--- src/rtl/menu_nav_ctrl_if.sv ---
// Purpose : bundles the menu button inputs and the menu status outputs into one port.
// Latency : none; wires only.
// Backpressure: none; buttons are levels, menu_exit is a pulse, outputs are free-running.
// Ports   : btn_up/btn_down/btn_enter (levels), menu_exit (pulse) toward the controller;
//           select_text, item_confirm, confirm_idx, menu_active back from it.
interface menu_nav_ctrl_if;
  logic       btn_up;
  logic       btn_down;
  logic       btn_enter;
  logic       menu_exit;
  logic [1:0] select_text;
  logic       item_confirm;
  logic [1:0] confirm_idx;
  logic       menu_active;

  // master: the button/panel side that drives presses and watches the menu
  modport master (
    output btn_up, btn_down, btn_enter, menu_exit,
    input  select_text, item_confirm, confirm_idx, menu_active
  );

  // slave: the navigation controller
  modport slave (
    input  btn_up, btn_down, btn_enter, menu_exit,
    output select_text, item_confirm, confirm_idx, menu_active
  );
endinterface

--- src/rtl/menu_nav_ctrl.sv ---
// Purpose : menu navigation FSM: edge-detects up/down/enter, moves the highlight, confirms a choice.
// Latency : one clk from a button rising edge to the registered output change.
// Backpressure: none; presses arriving outside IDLE are dropped, never queued.
// Ports   : clk, rst_n (async active-low); bus (menu_nav_ctrl_if.slave) carries buttons,
//           menu_exit, select_text, item_confirm, confirm_idx, menu_active.
// Option  : define MENU_NAV_WRAP_EN to wrap the highlight at the ends instead of saturating.
module menu_nav_ctrl #(
  parameter int NUM_ITEMS      = 4,
  parameter int HOLDOFF_CYCLES = 16
) (
  input  logic             clk,
  input  logic             rst_n,
  menu_nav_ctrl_if.slave   bus
);

  localparam logic [1:0]  LAST_IDX  = 2'(NUM_ITEMS - 1);
  localparam logic [15:0] HOLD_LOAD = 16'(HOLDOFF_CYCLES - 1);

  typedef enum logic [1:0] {
    IDLE = 2'd0,
    LOCK = 2'd1,
    DONE = 2'd2
  } state_t;

  state_t      state;
  logic [15:0] hold_cnt;
  logic        up_q;
  logic        down_q;
  logic        enter_q;
  logic [1:0]  sel;
  logic        confirm;
  logic [1:0]  idx;
  logic        active;

  logic        up_ev;
  logic        down_ev;
  logic        enter_ev;
  logic [1:0]  sel_up;
  logic [1:0]  sel_down;

  // Previous-value flops reset to 1 so a button held through reset gives no edge.
  assign up_ev    = bus.btn_up    & ~up_q;
  assign down_ev  = bus.btn_down  & ~down_q;
  assign enter_ev = bus.btn_enter & ~enter_q;

  // Candidate next highlight for each direction, with end-of-list handling.
  always_comb begin
    sel_up   = sel;
    sel_down = sel;
`ifdef MENU_NAV_WRAP_EN
    sel_up   = (sel == 2'd0)      ? LAST_IDX : sel - 2'd1;
    sel_down = (sel >= LAST_IDX)  ? 2'd0     : sel + 2'd1;
`else
    sel_up   = (sel == 2'd0)      ? sel      : sel - 2'd1;
    sel_down = (sel >= LAST_IDX)  ? sel      : sel + 2'd1;
`endif
  end

  always_ff @(posedge clk or negedge rst_n) begin
    if (!rst_n) begin
      state    <= IDLE;
      hold_cnt <= 16'd0;
      up_q     <= 1'b1;
      down_q   <= 1'b1;
      enter_q  <= 1'b1;
      sel      <= 2'd0;
      confirm  <= 1'b0;
      idx      <= 2'd0;
      active   <= 1'b1;
    end else begin
      // Edge history tracks the buttons in every state, so presses seen
      // while locked are consumed rather than replayed later.
      up_q    <= bus.btn_up;
      down_q  <= bus.btn_down;
      enter_q <= bus.btn_enter;
      confirm <= 1'b0;

      case (state)
        IDLE: begin
          // Enter wins over any simultaneous direction press.
          if (enter_ev) begin
            confirm <= 1'b1;
            idx     <= sel;
            state   <= DONE;
            active  <= 1'b0;
          end else if (up_ev && !down_ev) begin
            sel      <= sel_up;
            hold_cnt <= HOLD_LOAD;
            state    <= LOCK;
            active   <= 1'b0;
          end else if (down_ev && !up_ev) begin
            sel      <= sel_down;
            hold_cnt <= HOLD_LOAD;
            state    <= LOCK;
            active   <= 1'b0;
          end
        end

        LOCK: begin
          // Loaded with HOLDOFF_CYCLES-1 on entry, so LOCK spans HOLDOFF_CYCLES clocks.
          if (hold_cnt == 16'd0) begin
            state  <= IDLE;
            active <= 1'b1;
          end else begin
            hold_cnt <= hold_cnt - 16'd1;
          end
        end

        DONE: begin
          if (bus.menu_exit) begin
            hold_cnt <= HOLD_LOAD;
            state    <= LOCK;
          end
        end

        default: begin
          state  <= IDLE;
          active <= 1'b1;
        end
      endcase
    end
  end

  assign bus.select_text  = sel;
  assign bus.item_confirm = confirm;
  assign bus.confirm_idx  = idx;
  assign bus.menu_active  = active;

endmodule
--- src/flat_wrapper.sv ---
// flat-port wrapper written by rule: the top's interface ports become plain ports
module menu_nav_ctrl_flat 
#(
  parameter int NUM_ITEMS      = 4,
  parameter int HOLDOFF_CYCLES = 16
)
  (clk, rst_n, bus_btn_up, bus_btn_down, bus_btn_enter, bus_menu_exit, bus_select_text, bus_item_confirm, bus_confirm_idx, bus_menu_active);
  menu_nav_ctrl_if bus_i ();
  input  logic clk;
  input  logic rst_n;
  input wire logic [$bits(bus_i.btn_up)-1:0] bus_btn_up;
  input wire logic [$bits(bus_i.btn_down)-1:0] bus_btn_down;
  input wire logic [$bits(bus_i.btn_enter)-1:0] bus_btn_enter;
  input wire logic [$bits(bus_i.menu_exit)-1:0] bus_menu_exit;
  output wire logic [$bits(bus_i.select_text)-1:0] bus_select_text;
  output wire logic [$bits(bus_i.item_confirm)-1:0] bus_item_confirm;
  output wire logic [$bits(bus_i.confirm_idx)-1:0] bus_confirm_idx;
  output wire logic [$bits(bus_i.menu_active)-1:0] bus_menu_active;
  assign bus_i.btn_up = bus_btn_up;
  assign bus_i.btn_down = bus_btn_down;
  assign bus_i.btn_enter = bus_btn_enter;
  assign bus_i.menu_exit = bus_menu_exit;
  assign bus_select_text = bus_i.select_text;
  assign bus_item_confirm = bus_i.item_confirm;
  assign bus_confirm_idx = bus_i.confirm_idx;
  assign bus_menu_active = bus_i.menu_active;
  menu_nav_ctrl #(.NUM_ITEMS(NUM_ITEMS), .HOLDOFF_CYCLES(HOLDOFF_CYCLES)) u_core (.clk(clk), .rst_n(rst_n), .bus(bus_i));
endmodule
--- config.mk ---
export PLATFORM = sky130hd
export DESIGN_NAME = menu_nav_ctrl_flat
export DESIGN_NICKNAME = d
export VERILOG_FILES = /design/src/rtl/menu_nav_ctrl_if.sv /design/src/rtl/menu_nav_ctrl.sv /design/src/flat_wrapper.sv
export SDC_FILE = /design/constraint.sdc
export NUM_CORES = 1
export LEC_CHECK = 0
export BUFFER_PORTS_ARGS = -buffer_cell sky130_fd_sc_hd__buf_2
export CELL_PAD_IN_SITES_DETAIL_PLACEMENT = 0
export CELL_PAD_IN_SITES_GLOBAL_PLACEMENT = 1
export CORE_MARGIN = 5
export CORE_UTILIZATION = 40
export CTS_CLUSTER_SIZE = 12
export DETAILED_ROUTE_END_ITERATION = 16
export MAX_ROUTING_LAYER = met4
export PLACE_DENSITY = 0.78
export SLEW_MARGIN = 10
export SYNTH_ARGS = -nofsm -noshare
export SYNTH_HDL_FRONTEND = slang
export SYNTH_SLANG_ARGS = --single-unit
--- constraint.sdc ---
create_clock -name clk -period 2.8 [get_ports clk]
set_clock_uncertainty 0.2 [all_clocks]
set_input_delay 0.28 -clock clk [delete_from_list [all_inputs] [get_ports clk]]
set_output_delay 0.28 -clock clk [all_outputs]
set_load 0.01 [all_outputs]
==> results.md <==
* Met3 Usage GRT at 0.03768
* Starting DRT DRC Count at 94
* Sequential Power Share at 0.470
* Switching share of power at 0.4154
* Die Y-Extent at 69.43 µm
* Post-Syn Area at 1413 µm²
* Vias in the first global route at 1144
* Worst R2R Path Depth at 7
* Layout Nets at 175
* # fillers at 336
* Final setup TNS at 0 ns
* GR Util met1 at 0.1816
* Residual DRC at 0
* Crit Path Class: in -> reg
* Final hold violation count at 0
* Max_slew headroom at 0.5710
* Number of I/O pins at 12
* Mapped Cells at 148
* Starting Density at 0.4168
* Die W at 69.43 µm
* Clock transition at path regs at 0.15 ns
* CTS buffer count at 3
* Worst hold slack at 0.06208 ns
* Outcome: finished, final reports clean
* CTS Sinks at 27
* Hold Crit Endpoint: u_core.state[1]$_DFFE_PN0P_
* DR vias/cell at 5.517
* Final min period at 2.598 ns
* Avg WL per Cell at 14.82 µm
* CP arrival at 2.66 ns
* First-pass GRT wire length at 5430 µm
* EDFF count, synth at 0
* Fraction of layout cells with a size suffix above 1 at 0.1818
* Synth Register Bits at 27
* Int Pwr at 0.8239 mW
* Total power at 1.409 mW
* Grt ovf at 0
* Ranking of synthesized cells by area: dfrtp_1, dfstp_2, nor2_1
* Measured slew at the worst slew-check pin at 0.6375 ns
* Synth Warn # at 0
* Most common library cells after synthesis: dfrtp_1, nor2_1, a21oi_1, o21ai_0
* Root buffer cell: clkbuf_4
* Final Max Slew Viols at 0
* Worst Setup End Kind: register
* Routed WL at 3126 µm
* Antenna fix cells at 0
* Mapped Nets at 157
* Hold Path Stages at 4
* Hold Startpoint: bus_menu_exit
* FMAX at 384.9 MHz
* Worst r2r dst: u_core.hold_cnt[5]$_DFFE_PN0P_
* CTS tree: done
* Sequential area share after synthesis at 0.4818
* Leading register cell type out of synthesis: dfrtp_1
* Place WS at 0.2518 ns
* Top-count cell post-synth: dfrtp_1
* Fin crit share at 0.9279
* Design Area, Final at 1604 µm²
* PD cells at 878.7 nW/µm²
* Setup violators final at 0
* Core Rows at 21
* Net Sw Power at 0.5855 mW
* Logic pwr share at 0.407
* Port bufs at 11
* Final ANT Viol Nets at 0
* Area Growth Syn to Fin at 13.55%
* Peak VDD IR at 0.3669 mV
* Asr flop ratio synth at 1.000
* Worst R2R Setup Slack at 0.34 ns
* Die area at 4820 µm²
* Leakage power at 0.6905 nW
* Routed vias at 1164
* Largest net degree at the start of global routing at 28
* Placer congestion estimate at 0.7789
* Critical Path RT at 2.86 ns
* Total setup buffers inserted after CTS at 0
* H-tree Lvls at 1
* Max-cap check violation count at 0
* Post-synth top area share at 0.4074
* Routing usage on met2 at 0.2246
* Clk pwr share at 0.123
* R2r startpoint: u_core.down_q$_DFF_PN1_
* Final Worst Setup Slack at 0.2020 ns
* Clock Latency Late Sink at 0.33 ns
* Leading area contributor after synthesis: dfrtp_1
* First-pass DRT Iterations at 4
* Yosys cell types at 40
* Initial antenna violation count at 0
* Startpoint Class: input pin
* GRT Overall Usage at 0.1408
* Clk buf depth at 2
* Max FO, Critical Path at 9
* Core area at 3390 µm²
* Mean Syn Cell Area at 9.545 µm²
* Hold Path Class: in -> reg
* DP HPWL at 2233 µm
* Placed Area at 1520 µm²
* RSZ-0062 raised after global routing: no
* Most Used Layer, Global Route: met2
## critical path, stage by stage
cell           delay (ns)
dlygate4sd3_1        0.53
buf_2                0.11
nor2b_1              0.18
ha_1                 0.24
nor2_1               0.11
o21ai_4              0.26
nand3_2              0.20
or4_2                0.59
a21oi_1              0.16
## logic make-up after synthesis
family | count (synthesis) | synth area share
compound gates | 31 | 0.1391
xor+xnor | 1 | 0.006201
fa+ha+maj | 3 | 0.02658
buf+inv | 9 | 0.02480
flops | 27 | 0.4818
mux | 4 | 0.03011
simple gates | 73 | 0.2914
## stage by stage
step | util | cells
after floorplan | - | 148
after global placement | 0.4485 | 203
after detailed placement | 0.4485 | 203
after CTS | 0.4681 | 211
after global routing | 0.4732 | 211
final | 0.4732 | 211
## layer usage
metal	share of wire	vias up	routed length, µm
li1	-	585	-
met1	0.48	551	1487
met2	0.48	26	1501
met3	0.040	2	124
met4	0.0038	0	12
met5	0	-	0
## cells in the final DEF, fill, tap and decap left out, types with 2 or more instances in the layout
cell type and count:
or3_1 5, nand3b_1 2, nor3_1 7, nand3_2 2
nand3_1 4, mux2_2 2, dfstp_2 4, inv_1 6
mux2i_1 2, nor2_1 15, nor2b_1 4, dfrtp_1 23
clkbuf_4 3, o211ai_1 2, dlygate4sd3_1 4, o21ai_0 8
or4_1 2, ha_1 3, nand2b_1 5, nor4b_1 2
buf_2 11, o31ai_1 4, nand2_1 7, or4_2 3
nand4_1 3, o21a_1 2, a21oi_1 8, nor4_1 6
## final cells by class
cell class / count / area [µm²] / area share
Inverter: 6 / 22.52 / 0.01404
Sequential cell: 27 / 680.7 / 0.4243
Timing Repair Buffer: 16 / 102.6 / 0.06396
Tap cell: 46 / 57.56 / 0.03588
Multi-Input combinational cell: 112 / 714.4 / 0.4454
Clock buffer: 4 / 26.28 / 0.01638
## what timing repair did
item                                   CTS  global route
hold buffers                             4             0
endpoints found under the hold margin   26             0
setup endpoints to repair                0             6
resized for setup                        0             3
## power groups by stage
stage	Clock (mW)	Combinational (mW)	Sequential, mW
finish	0.173	0.574	0.662
detailed placement	0	0.561	0.667
global route	0.196	0.642	0.690
global placement	0	0.549	0.663
floorplan	0	0.403	0.649
CTS	0.181	0.569	0.660
## worst max path at each step
stage	start	to	slack [ns]	depth (start not counted)
CTS	bus_btn_up	u_core.hold_cnt[5]$_DFFE_PN0P_	0.12	9
finish	bus_btn_up	u_core.hold_cnt[5]$_DFFE_PN0P_	0.20	9
global route	bus_btn_up	u_core.hold_cnt[7]$_DFFE_PN0P_	0.04	9
floorplan	u_core.down_q$_DFF_PN1_	u_core.hold_cnt[5]$_DFFE_PN0P_	0.52	7
detailed placement	u_core.down_q$_DFF_PN1_	u_core.hold_cnt[5]$_DFFE_PN0P_	0.25	7
global placement	u_core.down_q$_DFF_PN1_	u_core.hold_cnt[5]$_DFFE_PN0P_	0.33	7
## sequential cells by signal, indices dropped and copies added, names as in the netlist
name                     count
u_core.up_q                  1
u_core.bus.confirm_idx       2
u_core.bus.item_confirm      1
u_core.bus.menu_active       1
u_core.down_q                1
u_core.bus.select_text       2
u_core.hold_cnt             16
u_core.state                 2
u_core.enter_q               1
(Power assumes the default switching activity.)
